<file path="src/rtl/pwm_dac_pkg.sv">
// rtl/pwm_dac_pkg.sv - state encoding, mid-scale and dither LFSR constants for pwm_dac_out
package pwm_dac_pkg;

  typedef enum logic [1:0] {
    MUTED     = 2'd0,
    RAMP_UP   = 2'd1,
    PLAYING   = 2'd2,
    RAMP_DOWN = 2'd3
  } dac_state_e;

  localparam int MID_SCALE      = 'h800;
  localparam int MID_SCALE_BITS = 12;

  localparam logic [15:0] LFSR_SEED = 16'hACE1;
  // Taps 16,14,13,11 expressed as bit positions 15,13,12,10
  localparam logic [15:0] LFSR_TAPS = 16'hB400;

  function automatic int mid_scale_for(input int bits);
    if (bits >= MID_SCALE_BITS) return MID_SCALE << (bits - MID_SCALE_BITS);
    return MID_SCALE >> (MID_SCALE_BITS - bits);
  endfunction

  function automatic logic [15:0] lfsr_step(input logic [15:0] s);
    return {s[14:0], ^(s & LFSR_TAPS)};
  endfunction

endpackage

</file>
<file path="src/rtl/pwm_dac_out_fifo.sv">
// rtl/pwm_dac_out_fifo.sv - sample_fifo: power-of-two sample buffer with flush; pops on empty are ignored
module sample_fifo #(
  parameter int WIDTH = 12,
  parameter int DEPTH = 4
) (
  input  logic             clk,
  input  logic             rst,
  input  logic             push,
  input  logic [WIDTH-1:0] wdata,
  input  logic             pop,
  input  logic             flush,
  output logic [WIDTH-1:0] rdata,
  output logic             full,
  output logic             empty
);

  localparam int AW = $clog2(DEPTH);

  logic [AW:0]      wr_q, wr_d, rd_q, rd_d;
  logic [WIDTH-1:0] mem_q [DEPTH];
  logic             do_push, do_pop;

  assign empty   = (wr_q == rd_q);
  assign full    = (wr_q[AW] != rd_q[AW]) && (wr_q[AW-1:0] == rd_q[AW-1:0]);
  assign do_push = push & ~full & ~flush;
  assign do_pop  = pop & ~empty & ~flush;
  assign rdata   = mem_q[rd_q[AW-1:0]];

  always_comb begin
    wr_d = wr_q + (AW+1)'(do_push);
    rd_d = rd_q + (AW+1)'(do_pop);
    if (flush) begin
      wr_d = '0;
      rd_d = '0;
    end
  end

  always_ff @(posedge clk or negedge rst) begin
    if (!rst) begin
      wr_q <= '0;
      rd_q <= '0;
    end else begin
      wr_q <= wr_d;
      rd_q <= rd_d;
    end
  end

  always_ff @(posedge clk) begin
    if (do_push) mem_q[wr_q[AW-1:0]] <= wdata;
  end

endmodule

</file>
<file path="src/rtl/pwm_dac_out.sv">
// rtl/pwm_dac_out.sv - PWM audio DAC with sample FIFO and mute ramps
// Optional PWM_DAC_DITHER_EN adds 2-bit LFSR dither to played samples.
module pwm_dac_out
  import pwm_dac_pkg::*;
#(
  parameter int PWM_BITS   = 12,
  parameter int FIFO_DEPTH = 4,
  parameter int RAMP_STEP  = 64
) (
  input  logic                clk,
  input  logic                rst,
  input  logic [PWM_BITS-1:0] sample_in,
  input  logic                sample_valid,
  output logic                sample_ready,
  input  logic                enable,
  input  logic                clear_underflow,
  output logic                pwm_out,
  output logic                sample_tick,
  output logic                underflow
);

  localparam logic [PWM_BITS-1:0] MID     = PWM_BITS'(mid_scale_for(PWM_BITS));
  localparam logic [PWM_BITS-1:0] STEP    = PWM_BITS'(RAMP_STEP);
  localparam logic [PWM_BITS-1:0] CNT_MAX = '1;

  dac_state_e          state_q, state_d;
  logic [PWM_BITS-1:0] cnt_q, cnt_d;
  logic [PWM_BITS-1:0] duty_q, duty_d;
  logic                pwm_q, pwm_d;
  logic                tick_q, tick_d;
  logic                uflow_q, uflow_d;
  logic                live_q;

  logic                wrap, pop, uflow_set;
  logic                fifo_push, fifo_full, fifo_empty;
  logic [PWM_BITS-1:0] fifo_head, play_sample;
  logic [PWM_BITS:0]   up_sum;

  assign wrap         = (cnt_q == CNT_MAX);
  // live_q holds ready low until the first edge after reset release
  assign sample_ready = live_q & ~fifo_full;
  assign fifo_push    = sample_valid & sample_ready;
  assign up_sum       = {1'b0, duty_q} + {1'b0, STEP};

  assign pwm_out     = pwm_q;
  assign sample_tick = tick_q;
  assign underflow   = uflow_q;

  sample_fifo #(
    .WIDTH(PWM_BITS),
    .DEPTH(FIFO_DEPTH)
  ) u_fifo (
    .clk  (clk),
    .rst  (rst),
    .push (fifo_push),
    .wdata(sample_in),
    .pop  (pop),
    .flush(state_q == MUTED),
    .rdata(fifo_head),
    .full (fifo_full),
    .empty(fifo_empty)
  );

`ifdef PWM_DAC_DITHER_EN
  logic [15:0]       lfsr_q, lfsr_d;
  logic [PWM_BITS:0] dith_sum;

  assign lfsr_d      = wrap ? lfsr_step(lfsr_q) : lfsr_q;
  assign dith_sum    = {1'b0, fifo_head} + (PWM_BITS+1)'(lfsr_q[1:0]);
  assign play_sample = dith_sum[PWM_BITS] ? '1 : dith_sum[PWM_BITS-1:0];

  always_ff @(posedge clk or negedge rst) begin
    if (!rst) lfsr_q <= LFSR_SEED;
    else      lfsr_q <= lfsr_d;
  end
`else
  assign play_sample = fifo_head;
`endif

  always_comb begin
    state_d   = state_q;
    duty_d    = duty_q;
    pop       = 1'b0;
    uflow_set = 1'b0;
    cnt_d     = cnt_q + 1'b1;
    tick_d    = wrap;
    if (wrap) begin
      unique case (state_q)
        MUTED: begin
          duty_d = '0;
          if (enable) state_d = RAMP_UP;
        end
        RAMP_UP: begin
          if (!enable) begin
            state_d = RAMP_DOWN;
          end else if (duty_q >= MID) begin
            duty_d  = MID;
            state_d = PLAYING;
          end else begin
            duty_d = (up_sum >= {1'b0, MID}) ? MID : up_sum[PWM_BITS-1:0];
          end
        end
        PLAYING: begin
          if (!enable) begin
            state_d = RAMP_DOWN;
          end else if (!fifo_empty) begin
            pop    = 1'b1;
            duty_d = play_sample;
          end else begin
            uflow_set = 1'b1;
          end
        end
        RAMP_DOWN: begin
          if (enable) begin
            state_d = RAMP_UP;
          end else if (duty_q <= STEP) begin
            duty_d  = '0;
            state_d = MUTED;
          end else begin
            duty_d = duty_q - STEP;
          end
        end
        default: state_d = MUTED;
      endcase
    end
    // A set on the same cycle as a clear wins
    uflow_d = uflow_set | (uflow_q & ~clear_underflow);
    pwm_d   = (cnt_d < duty_d);
  end

  always_ff @(posedge clk or negedge rst) begin
    if (!rst) begin
      state_q <= MUTED;
      cnt_q   <= '0;
      duty_q  <= '0;
      pwm_q   <= 1'b0;
      tick_q  <= 1'b0;
      uflow_q <= 1'b0;
      live_q  <= 1'b0;
    end else begin
      state_q <= state_d;
      cnt_q   <= cnt_d;
      duty_q  <= duty_d;
      pwm_q   <= pwm_d;
      tick_q  <= tick_d;
      uflow_q <= uflow_d;
      live_q  <= 1'b1;
    end
  end

endmodule

</file>
<file path="config.mk">
export PLATFORM = sky130hd
export DESIGN_NAME = pwm_dac_out
export DESIGN_NICKNAME = d
export VERILOG_FILES = /design/src/rtl/pwm_dac_pkg.sv /design/src/rtl/pwm_dac_out_fifo.sv /design/src/rtl/pwm_dac_out.sv
export SDC_FILE = /design/constraint.sdc
export NUM_CORES = 1
export LEC_CHECK = 0
export ABC_AREA = 0
export CORE_ASPECT_RATIO = 0.8
export CORE_UTILIZATION = 55
export DETAILED_ROUTE_END_ITERATION = 10
export GPL_TIMING_DRIVEN = 1
export PLACE_DENSITY_LB_ADDON = 0.15
export SLEW_MARGIN = 5
export SYNTH_ARGS = -nofsm -noshare
export SYNTH_HDL_FRONTEND = slang
export SYNTH_SLANG_ARGS = --single-unit
</file>
<file path="constraint.sdc">
create_clock -name clk -period 4.2 [get_ports clk]
set_input_delay 0.84 -clock clk [delete_from_list [all_inputs] [get_ports clk]]
set_output_delay 0.84 -clock clk [all_outputs]
set_load 0.01 [all_outputs]
</file>
Word level (Yosys, flattened, before mapping)

Memories as Yosys holds them, arrays and structs flattened.
Index checks and enable logic that the tools add are counted.

Bits in writable memories: 48
Memories kept: 1
Output and inout bits: 4
Input bits: 17
Bits in registers: 36
Logic and storage cells: 73

Mux-type cells: 28
Order comparisons: 4
Bitwise logic cells: 12
$add $sub $neg: 5
Eq/ne operators: 11
Reduce and logical (&&, ||, !) cells: 3

Memories:

| name         | words | bits a word | rd ports | clocked after Yosys merged registers in | wr ports | line                   | RTL |
|---|---|---|---|---|---|---|---|
| u_fifo.mem_q | 4     | 12          | 1        | 0                                       | 1        | pwm_dac_out_fifo.sv:20 | `logic [WIDTH-1:0] mem_q [DEPTH];` |

Operators with widths:

| kind                                                                    | number |
|---|---|
| 12-bit two-way mux                                                      | 8 |
| 12-bit case mux with 4 select lines                                     | 1 |
| 12-bit by 7-bit adder with 13-bit output, second input constant         | 1 |
| 13-bit by 12-bit >= comparator with 1-bit output, second input constant | 1 |
| 12-bit by 1-bit adder with 12-bit output, second input constant         | 1 |
| 12-bit == test, second input constant                                   | 1 |
| 12-bit >= comparator, second input constant                             | 1 |
| 12-bit by 7-bit <= comparator with 1-bit output, second input constant  | 1 |
| 12-bit < comparator                                                     | 1 |
| 2-bit two-way mux                                                       | 6 |
| 12-bit by 7-bit subtractor with 12-bit output, second input constant    | 1 |
| 1-bit two-way mux                                                       | 10 |
| 2-bit case mux with 4 select lines                                      | 1 |
| 1-bit AND                                                               | 7 |
| 3-bit by 1-bit adder with 3-bit output                                  | 2 |
| 3-bit two-way mux                                                       | 2 |
| 3-bit inequality test, second input constant                            | 2 |
| 5-bit AND reduction                                                     | 1 |
| 2-bit == test, second input constant                                    | 2 |
| 2-bit inequality test, second input constant                            | 2 |
| 1-bit inverter                                                          | 4 |
| 3-bit == test                                                           | 1 |
| 2-bit by 1-bit == test with 1-bit output, second input constant         | 1 |
| 2-bit == test                                                           | 1 |
| 4 further kinds                                                         | 4 |

Depth between registers and ports, before layout

Gate-level depths: netlist of the first run.

Word-level depth: 9
Gate-level depth with buffers: 13
Gate-level depth less buffers: 13

Hierarchy

A second synthesis of the first run with hierarchy kept.

Cells, all modules: 321
Area total of the unflattened synthesis: 4217.8 µm²

Modules (own cells, without submodules):

| module      | cells an instance | seq. area each (µm²) | instances | area each (µm²) |
|---|---|---|---|---|
| pwm_dac_out | 227               | 750.7                | 1         | 2115.8 |
| sample_fifo | 94                | 1591.5               | 1         | 2102.0 |

Worst setup path after synthesis of the first run

OpenSTA, ideal clock, no wires.

Kind: input -> register
Start point: input port enable
End point: register pwm_q (netlist: pwm_out)
Buffers on the path: 1
Data required time: 4.116 ns
Path slack: 1.240 ns
Data arrival time: 2.877 ns
Library setup time: 0.084 ns
Stages on the path: 11
Cells stage by stage: clkbuf_1 > nor4_1 > nor3b_1 > o211ai_1 > a32oi_1 > ha_1 > nand4_1 > nor2_1 > a221oi_1 > o21ai_0 > a41oi_2

Longest elaborated chain between the ends: 4
Elaborated cells between the ends (all ways): 6
Those cells by class: order compare: 1; mux: 5

Ends and longest elaborated chain:

| what                                         | line                                                      | RTL |
|---|---|---|
| from (decl)                                  | pwm_dac_out.sv:15                                         | `input logic enable,` |
| 12-bit two-way mux, on equally long branches | pwm_dac_out.sv:114, pwm_dac_out.sv:94, pwm_dac_out.sv:104 |  |
| 12-bit case mux with 4 select lines *        | pwm_dac_out.sv:88                                         | `unique case (state_q)` |
| 12-bit two-way mux *                         | pwm_dac_out.sv:87                                         | `if (wrap) begin` |
| 12-bit < comparator *                        | pwm_dac_out.sv:128                                        | `pwm_d = (cnt_d < duty_d);` |
| via pwm_d                                    | pwm_dac_out.sv:29                                         | `logic pwm_q, pwm_d;` |
| to (signal assigned)                         | pwm_dac_out.sv:144                                        | `pwm_q <= pwm_d;` |
| to (decl)                                    | pwm_dac_out.sv:29                                         |  |

Mark *: on every way through the listed nets, which the timed path passes. The rest lies on a longest branch.
A chain may end at the register's enable or synchronous reset.

Worst setup path in the final report of the first run

Start point: register duty_q[2]
End point: register pwm_q (netlist: pwm_out)

Longest elaborated chain between the ends: 8
Elaborated cells between the ends (all ways): 15
Those cells by class: add/sub: 2; order compare: 4; mux: 9

Ends and longest elaborated chain:

| what                                             | line               | RTL |
|---|---|---|
| from (decl)                                      | pwm_dac_out.sv:28  | `logic [PWM_BITS-1:0] duty_q, duty_d;` |
| from (signal assigned)                           | pwm_dac_out.sv:143 | `duty_q <= duty_d;` |
| 12-bit by 7-bit adder with 13-bit output         | pwm_dac_out.sv:43  | `assign up_sum = {1'b0, duty_q} + {1'b0, STEP};` |
| 13-bit by 12-bit >= comparator with 1-bit output | pwm_dac_out.sv:100 | `duty_d = (up_sum >= {1'b0, MID}) ? MID : up_sum[PWM_BITS-1:0];` |
| 12-bit two-way mux                               | pwm_dac_out.sv:100 |  |
| 12-bit two-way mux                               | pwm_dac_out.sv:96  | `end else if (duty_q >= MID) begin` |
| 12-bit two-way mux                               | pwm_dac_out.sv:94  | `if (!enable) begin` |
| 12-bit case mux with 4 select lines              | pwm_dac_out.sv:88  |  |
| 12-bit two-way mux *                             | pwm_dac_out.sv:87  |  |
| 12-bit < comparator *                            | pwm_dac_out.sv:128 |  |
| via pwm_d                                        | pwm_dac_out.sv:29  |  |

Marked as above.

==> metrics.yaml, run 1 <==
tightest_slew_ns: 0.864
grt_pass1_vias: 2679
p_switching_mw: 0.430
yosys_most_used_dff: "edfxtp_1"
dp_cells: 414
drv_cap: 0
worst_setup_path_start_kind: "flop"
grt_max_degree: 37
power_frac_clock_pct: 36.1
place_congestion: 0.854
leakage_nw: 1.89
cts_tree: "yes"
post_drt_wl_per_cell_um: 19.8
comb_power_share_pct: 9.2
antenna_found_initial: 0
setup.worst_path.start: "duty_q[2]"
final-max-slew-violation-count: 0
slew_headroom_pct: 42.4
crit_chain: "nor4_1, a31oi_1, o41a_1, a211oi_1, o21ai_1, a21oi_1, ha_1, a21oi_1, nor2_1, a211oi_1, o21ai_0, a41oi_2"
synth_enable_flop_cells: 48
status: "finished clean"
p_int_mw: 1.35
netlist_instances: 310
regToRegStartpoint: "duty_q[2]"
clk_pin_slew_ns: 0.09
drc: 0
synth-seq-area-share_pct: 56.3
post_cts_buffers: 0
htreeDepth: 3
die_h_um: 79.8
critical_path_depth: 12
dp_worst_setup_slack_ns: 0.422
netSwitchingFraction_pct: 24.1
clock-skew-final_ns: 0.00979
hold-worst-slack_ns: 0.518
clk_latency_ns: 0.36
hold_path_depth: 1
dp_hpwl_um: 5970
grt_overflow_total: 0
worstPathRequired_ns: 4.48
area_growth_pct: 13.2
cts-hold-fix-buffers: 0
start_util_pct: 58.7
stdcell_area_um2: 4710
ir_drop_uv: 305
async_reset_ff_share_pct: 42.9
setup_viol: 0
synth_top_family_by_area: "simple AND/OR/NAND/NOR gates"
min_period_ns: 3.56
yosys.area_share.simple_pct: 11.5
vias_per_cell: 6.28
synth_mux_area_share_pct: 7.75
totalPowerFinal_mw: 1.78
finalHoldViolCount: 0
rows: 27
critPathTopFamily: "compound AO/OA/AOI/OAI gates"
cp-end-kind: "flop"
drive_gt1_share_pct: 14.0
dr.pass1.iters: 4
finalCritPeriodShare_pct: 84.9
cts_sinks: 84
crit_slowest_cell: "o41a_1"
die_w_um: 99.3
pwr-share-seq_pct: 54.8
vias: 2700
reg2reg_depth: 12
hold_path.class: "flop to flop"
setup_ws_ns: 0.636
fmax_ghz: 0.281
synth-compound-area-share_pct: 11.5
yosys_warnings: 0
cts_buffers: 9
grt_usage_pct: 24.2
path_buf_inv: 0
netlist_area_um2: 4160
rsz0062_at_grt: "false"
drtIter0Drc: 167
ant_nets: 0
final_cells: 430
fin_tns_setup_ns: 0
synth_fp_nets: 352
dpl_cell_area_um2: 4490
fp.dieArea_um2: 7920
powerDensity_nw_per_um2: 378
diodes: 0
cts_root_buf: "clkbuf_8"
wirelength_um: 8510
max_stage_delay_ns: 0.51
synth.avg_cell_area_um2: 13.4
cts_buffer_depth: 2
synth_seq_cells: 84
netlist-cell-type-count: 56
crit_type: "flop to flop"
io_pins: 21
synthAdderAreaFrac_pct: 7.51
cp_max_fo: 10
core_region_area_um2: 7090
hold_start: "duty_q[4]"
synthXorXnorAreaFrac_pct: 3.37
post_cts_resized: 0
post-route-util_pct: 66.4
layout.nets: 380
arrival_ns: 3.84
grt_pass1_wl_um: 14100
nFillCells: 554
portBuffers: 20
==> synth_stat cells (all sizes together), types with 2 or more instances <==
cell    count  share of area (%)
a32oi       4               0.84
and3        9                1.4
nor3        2               0.24
a21o        5               0.90
xnor2       8                1.7
a32o        3               0.72
nor2b       4               0.60
a21boi      2               0.36
ha         25                7.5
mux4       12                6.5
mux2        2               0.54
o21ai       9                1.1
dfrtp      36                 22
a31oi       2               0.30
edfxtp     48                 35
nand2b      3               0.63
nor4        3               0.45
o21a        2               0.36
o41ai       2               0.42
o211ai      3               0.54
clkbuf      9               0.81
nor2       12                1.1
xor2        8                1.7
nand4       6                1.3
and4        3               0.75
inv         8               0.72
nand3      12                1.4
a211oi      3               0.54
nand2      18                1.6
nor3b       3               0.54
a22oi       4               0.72
o311ai      3               0.63
a22o        2               0.42
or3         3               0.57
buf         2               0.24
mux2i       3               0.72
a21oi      13                1.6
==> worst register-to-register path: cells and delay by family (launching register included) <==
family / cells / cell delay [ns]
compound gates: 9 / 2.28
simple gates: 2 / 0.55
flops: 1 / 0.40
fa+ha+maj: 1 / 0.28
==> flip-flops by register name (all words and copies together) (netlist names) <==
| register | cells |
|---|---|
| u_fifo.mem_q | 48 |
| cnt_q | 12 |
| duty_q | 12 |
| u_fifo.rd_q | 3 |
| u_fifo.wr_q | 3 |
| state_q | 2 |
| live_q | 1 |
| pwm_out | 1 |
| sample_tick | 1 |
| underflow | 1 |
==> area by class of cell <==
class                      count  area [um^2]  area share [%]
multi-input combinational    206         1740            37.0
clock inverter                 6         96.3            2.04
timing repair buffer          28          255            5.42
clock buffer                  10          128            2.71
inverter                       9         38.8           0.823
sequential                    84         2340            49.7
tap                           87          109            2.31
==> cell families (layout without fill, tap and decap cells) <==
| group | count (synthesis) | count (layout) |
|---|---|---|
| compound gates | 64 | 64 |
| flops | 84 | 84 |
| other cells | 1 | 1 |
| simple gates | 83 | 83 |
| xor+xnor | 16 | 16 |
| mux | 17 | 17 |
| fa+ha+maj | 25 | 25 |
| buf+inv | 20 | 53 |
==> routing by layer <==
layer  track usage [%]  share of wire [%]  up-vias
met5                 0                  0        -
met4              9.85                2.0        0
met3              4.73                4.2       12
met2              35.8                 45       74
met1              35.3                 49     1355
li1                  -                  -     1259
==> power by group through the flow <==
stage          clock, mW  combinational (mW)  sequential, mW
4_1_cts            0.652               0.166           0.977
2_1_floorplan          0              0.0983           0.981
3_5_place_dp           0               0.164           0.994
5_1_grt            0.685               0.181           0.981
6_report           0.643               0.163           0.977
3_3_place_gp           0               0.162           0.990
==> final timing paths <==
check	to	slack, ns
max	pwm_out	0.64
min	duty_q[4]	0.52
max reg2reg	pwm_out	0.64
min reg2reg	duty_q[4]	0.52
max in group asynchronous	u_fifo.wr_q[2]	3.07
min in group asynchronous	duty_q[11]	0.59
==> cells in the final DEF, fill, tap and decap left out, types with 3 or more instances in the layout <==
cell / count
a211oi_1: 3
a21o_1: 5
a21oi_1: 13
a22oi_1: 4
a32o_1: 3
a32oi_1: 4
and3_1: 9
buf_4: 8
clkbuf_8: 9
clkdlybuf4s50_1: 19
dfrtp_1: 36
edfxtp_1: 48
ha_1: 25
inv_1: 8
mux2i_1: 3
mux4_2: 12
nand2_1: 18
nand3_1: 12
nand4_1: 5
nor2_1: 12
nor2b_1: 4
nor4_1: 3
o211ai_1: 3
o21ai_0: 8
o311ai_0: 3
xnor2_1: 8
xor2_1: 8
Power figures use the tool's default switching activity.
==> run 2: changes to the inputs <==
==> constraint.sdc (replaced) <==
create_clock -name clk -period 3.4 [get_ports clk]
set_input_delay 0.68 -clock clk [delete_from_list [all_inputs] [get_ports clk]]
set_output_delay 0.68 -clock clk [all_outputs]
set_load 0.01 [all_outputs]
==> metrics.yaml, run 2 (same netlist as run 1, synthesis figures left out) <==
status: "finished clean"
setup_viol: 0
dr.pass1.iters: 5
mostFrequentLayoutCells: "48 x edfxtp_1, 33 x dfrtp_1, 26 x buf_4"
critPathTopFamily: "compound AO/OA/AOI/OAI gates"
drtIter0Drc: 206
htreeDepth: 3
vias_per_cell: 6.10
grt_pass1_wl_um: 13800
drv_cap: 0
finalHoldViolCount: 0
dpl_cell_area_um2: 4640
grt_use_met3_pct: 4.90
final-max-slew-violation-count: 0
tightest_slew_ns: 0.797
finalCritPeriodShare_pct: 93.8
met1_usage_pct: 35.6
min_period_ns: 3.19
busiest_layer: "met1"
cts_buffers: 9
cts_buffer_depth: 2
fp.dieArea_um2: 7920
die_w_um: 99.3
grtUsageMet2_pct: 34.0
slew_headroom_pct: 46.9
grt_max_degree: 37
clk_latency_ns: 0.35
area_growth_pct: 17.5
dp_hpwl_um: 6070
io_pins: 21
seq_area_um2: 2350
hold_path.class: "primary input to asynchronous set/reset pin"
diodes: 0
crit_slowest_cell: "clkdlybuf4s50_1"
portBuffers: 20
cts-hold-fix-buffers: 0
crit_type: "primary input to flop"
start_util_pct: 58.7
grt_pass1_vias: 2680
grt_overflow_total: 0
post_drt_wl_per_cell_um: 18.7
max_stage_delay_ns: 0.47
path_buf_inv: 2
antenna_found_initial: 0
multi_input_area_um2: 1770
drive_gt1_share_pct: 20.7
stdcell_area_um2: 4890
cts_sinks: 84
place_congestion: 0.891
vias: 2739
clock-skew-final_ns: 0.0105
worst_setup_path_start_kind: "primary input"
cp-end-kind: "flop"
layout.nets: 399
final_common_cell: "edfxtp_1"
clk_pin_slew_ns: 0.09
nFillCells: 519
ant_nets: 0
fin_tns_setup_ns: 0
cts_tree: "yes"
ir_drop_uv: 332
crit_chain: "clkdlybuf4s50_1, buf_4, nor4_1, nor3b_1, o211ai_1, a32oi_1, ha_1, nand4_1, nor2_1, a221oi_1, o21ai_1, a41oi_2"
grt_usage_pct: 23.4
powerDensity_nw_per_um2: 454
wirelength_um: 8380
fmax_ghz: 0.314
drc: 0
worstPathRequired_ns: 3.67
arrival_ns: 3.46
die_h_um: 79.8
cts_root_buf: "clkbuf_8"
totalPowerFinal_mw: 2.22
post_cts_buffers: 0
rows: 27
leakage_nw: 1.98
core_region_area_um2: 7090
largest_reg_flops: 48
cp_max_fo: 6
## run 2: routing by layer
metal / share of wire, % / up-vias
met5: 0 / -
met1: 50 / 1354
met4: 1.1 / 0
met2: 44 / 74
li1: - / 1301
met3: 4.9 / 10
## run 2: cell type report
| type | count | area share [%] |
|---|---|---|
| clock inverters | 6 | 1.82 |
| inverters | 9 | 0.793 |
| clock buffers | 10 | 2.61 |
| repair buffers | 47 | 8.39 |
| flip-flops and latches | 84 | 48.0 |
| multi-input cells | 206 | 36.2 |
| well taps | 87 | 2.23 |
## run 2: metrics by stage
stage	setup slack (ns)	util (%)	std cells	hold slack [ns]
after floorplan	0.522	-	310	0.384
after global placement	0.0329	65.4	433	0.484
after detailed placement	-0.108	65.4	433	0.493
after CTS	0.143	68.5	449	0.440
after global routing	-0.00529	69.0	449	0.467
final	0.212	69.0	449	0.399
## run 2: power by group
| group | leakage, nW | switching, mW | internal [mW] | total (mW) |
|---|---|---|---|---|
| Clock | 0.103 | 0.366 | 0.415 | 0.781 |
| Sequential | 0.906 | 0.0423 | 1.17 | 1.21 |
| Combinational | 0.972 | 0.123 | 0.111 | 0.234 |
| Total | 1.98 | 0.531 | 1.69 | 2.22 |
## run 2: timing repair
action	in CTS	in global routing
setup endpoints to repair	0	1
hold endpoints to repair	0	0
resized for setup	0	9
## run 2: path summary, 6_finish.rpt
check | start | endpoint | slack [ns] | depth (start not counted)
setup / recovery | enable | pwm_out | 0.21 | 12
hold reg to reg | cnt_q[8] | cnt_q[8] | 0.52 | 1
setup reg to reg | duty_q[2] | pwm_out | 0.22 | 12
hold / removal | rst | underflow | 0.40 | 1
max in group asynchronous | rst | duty_q[6] | 2.43 | 1
min in group clk | cnt_q[8] | cnt_q[8] | 0.52 | 1
==> run 3: changes to the inputs <==
--- a/config.mk
+++ b/config.mk
@@ -5,7 +5,7 @@
 export SDC_FILE = /design/constraint.sdc
 export NUM_CORES = 1
 export LEC_CHECK = 0
-export ABC_AREA = 0
+export ABC_AREA = 1
 export CORE_ASPECT_RATIO = 0.8
 export CORE_UTILIZATION = 55
 export DETAILED_ROUTE_END_ITERATION = 10
==> metrics.yaml, run 3 <==
htreeDepth: 3
finalCritPeriodShare_pct: 84.7
yosys.area.top_type_share_pct: 33.5
drive_gt1_share_pct: 8.64
cts_tree: "yes"
drv_cap: 0
grt_pass1_vias: 2944
stdcell_area_um2: 4820
finalHoldViolCount: 0
dp_hpwl_um: 6460
clk_pin_slew_ns: 0.09
post_cts_resized: 0
status: "finished clean"
cts_buffer_depth: 2
area_growth_pct: 12.2
post_cts_buffers: 0
antenna_found_initial: 0
netlist-cell-type-count: 40
core_region_area_um2: 7500
yosys_warnings: 0
post-route-util_pct: 64.3
worst_setup_path_start_kind: "flop"
vias: 3127
leakage_nw: 2.19
wirelength_um: 8790
grt_usage_pct: 24.1
synth.avg_cell_area_um2: 9.53
synth-seq-area-share_pct: 54.5
cts_sinks: 84
powerDensity_nw_per_um2: 366
grt_overflow_total: 0
die_h_um: 81.1
synth_fp_nets: 493
cts_root_buf: "clkbuf_8"
portBuffers: 20
layout.nets: 523
synth.most_common_cell: "nand2_1"
rows: 28
final_common_cell: "nand2_1"
rsz0062_at_grt: "false"
drtIter0Drc: 197
vias_per_cell: 5.29
setup_viol: 0
mostFrequentLayoutCells: "93 x nand2_1, 56 x nor2_1, 55 x inv_1"
synth_seq_cells: 84
hold_path.class: "primary input to asynchronous set/reset pin"
clock-skew-final_ns: 0.0116
largest_reg_flops: 48
cp_max_fo: 11
synth.area.top_cells: "edfxtp_1 34%, dfrtp_1 21%, nand2_1 8.1%"
grt_pass1_wl_um: 14600
yosys.area.top_type: "edfxtp_1"
arrival_ns: 3.17
fp.dieArea_um2: 8170
clk_latency_ns: 0.35
cp-end-kind: "flop"
nFillCells: 626
die_w_um: 101
dr.pass1.iters: 5
dpl_cell_area_um2: 4650
fmax_ghz: 0.347
tightest_slew_ns: 0.838
netlist_instances: 451
slew_headroom_pct: 44.1
place_congestion: 0.912
io_pins: 21
netlist_area_um2: 4300
final-max-slew-violation-count: 0
crit_type: "flop to flop"
cts-hold-fix-buffers: 0
async_reset_ff_share_pct: 42.9
min_period_ns: 2.88
ir_drop_uv: 263
synth_commonest_cells: "93 x nand2_1, 56 x nor2_1, 55 x inv_1, 48 x edfxtp_1, 36 x dfrtp_1"
synth_enable_flop_cells: 48
worstPathRequired_ns: 3.69
diodes: 0
ant_nets: 0
drc: 0
post_drt_wl_per_cell_um: 14.9
yosys_most_used_dff: "edfxtp_1"
cts_buffers: 9
start_util_pct: 57.3
fin_tns_setup_ns: 0
hold-worst-slack_ns: 0.414
grt_max_degree: 37
## run 3: cell types whose count changed after synthesis, sizes merged, moves of 6 or more
cell   change
nand2     +78
nor2      +48
inv       +47
o21ai     +20
nor3      +18
mux4      -12
and3       -9
buf        +6
## run 3: layer usage
metal	vias to the layer above	GRT usage [%]	part of all wire, %
met5	-	0	0
met4	0	5.07	0.61
met3	5	5.68	5.6
met2	94	36.9	46
met1	1462	35.1	48
li1	1566	-	-
## run 3: where the power goes
group          total, mW  internal, mW  switching [mW]
Clock              0.642         0.269           0.373
Sequential          1.08          1.08        0.000124
Combinational     0.0429        0.0204          0.0226
## run 3: layout make-up
class	count	area, um^2	share of cell area (%)
Sequential cell	84	2340	48.6
Clock buffer	9	124	2.57
Tap cell	105	131	2.73
Clock inverter	7	48.8	1.01
Multi-Input combinational cell	300	1690	35.1
Inverter	55	206	4.28
Timing Repair Buffer	31	278	5.76
## run 3: worst paths after layout
path                          start        endpoint  slack, ns  cells past startpoint
min reg2reg                cnt_q[0]        cnt_q[0]       0.48                      1
max in group asynchronous       rst  u_fifo.rd_q[1]       2.45                      1
min                             rst       duty_q[9]       0.41                      1
min in group clk           cnt_q[0]        cnt_q[0]       0.48                      1
max                        cnt_q[0]         pwm_out       0.52                     16
max reg2reg                cnt_q[0]         pwm_out       0.52                     16
## run 3: per-stage QoR
step | power, mW | setup slack, ns | std cells
2_1_floorplan | 1.11 | 0.962 | 451
3_3_place_gp | 1.14 | 0.325 | 575
3_5_place_dp | 1.14 | 0.213 | 575
5_1_grt | 1.83 | 0.235 | 591
4_1_cts | 1.78 | 0.511 | 591
6_report | 1.76 | 0.520 | 591
## run 3: kinds of logic after synthesis
group | Yosys count | synth area share (%)
AO/OA/AOI/OAI | 60 | 8.62
AND/OR/NAND/NOR | 196 | 19.5
buffers and inverters | 67 | 6.14
other | 1 | 0.0873
adder cells (fa/ha/maj) | 25 | 7.28
XOR/XNOR | 17 | 3.64
flip-flops | 84 | 54.5
multiplexers | 1 | 0.262
## run 3: critical path, cell delays in order, from the launching register on
cell and delay, ns:
dfrtp_1 0.39, ha_1 0.21, nand3_2 0.13, nor2_2 0.14, nand2_2 0.11, nor3_2 0.14, nand2_2 0.08, nor2_2 0.37
nand2_1 0.10, nand2_1 0.09, inv_1 0.04, ha_1 0.30, a21oi_1 0.16, nor2_1 0.06, a211oi_1 0.20, o221ai_1 0.15
a21oi_2 0.12
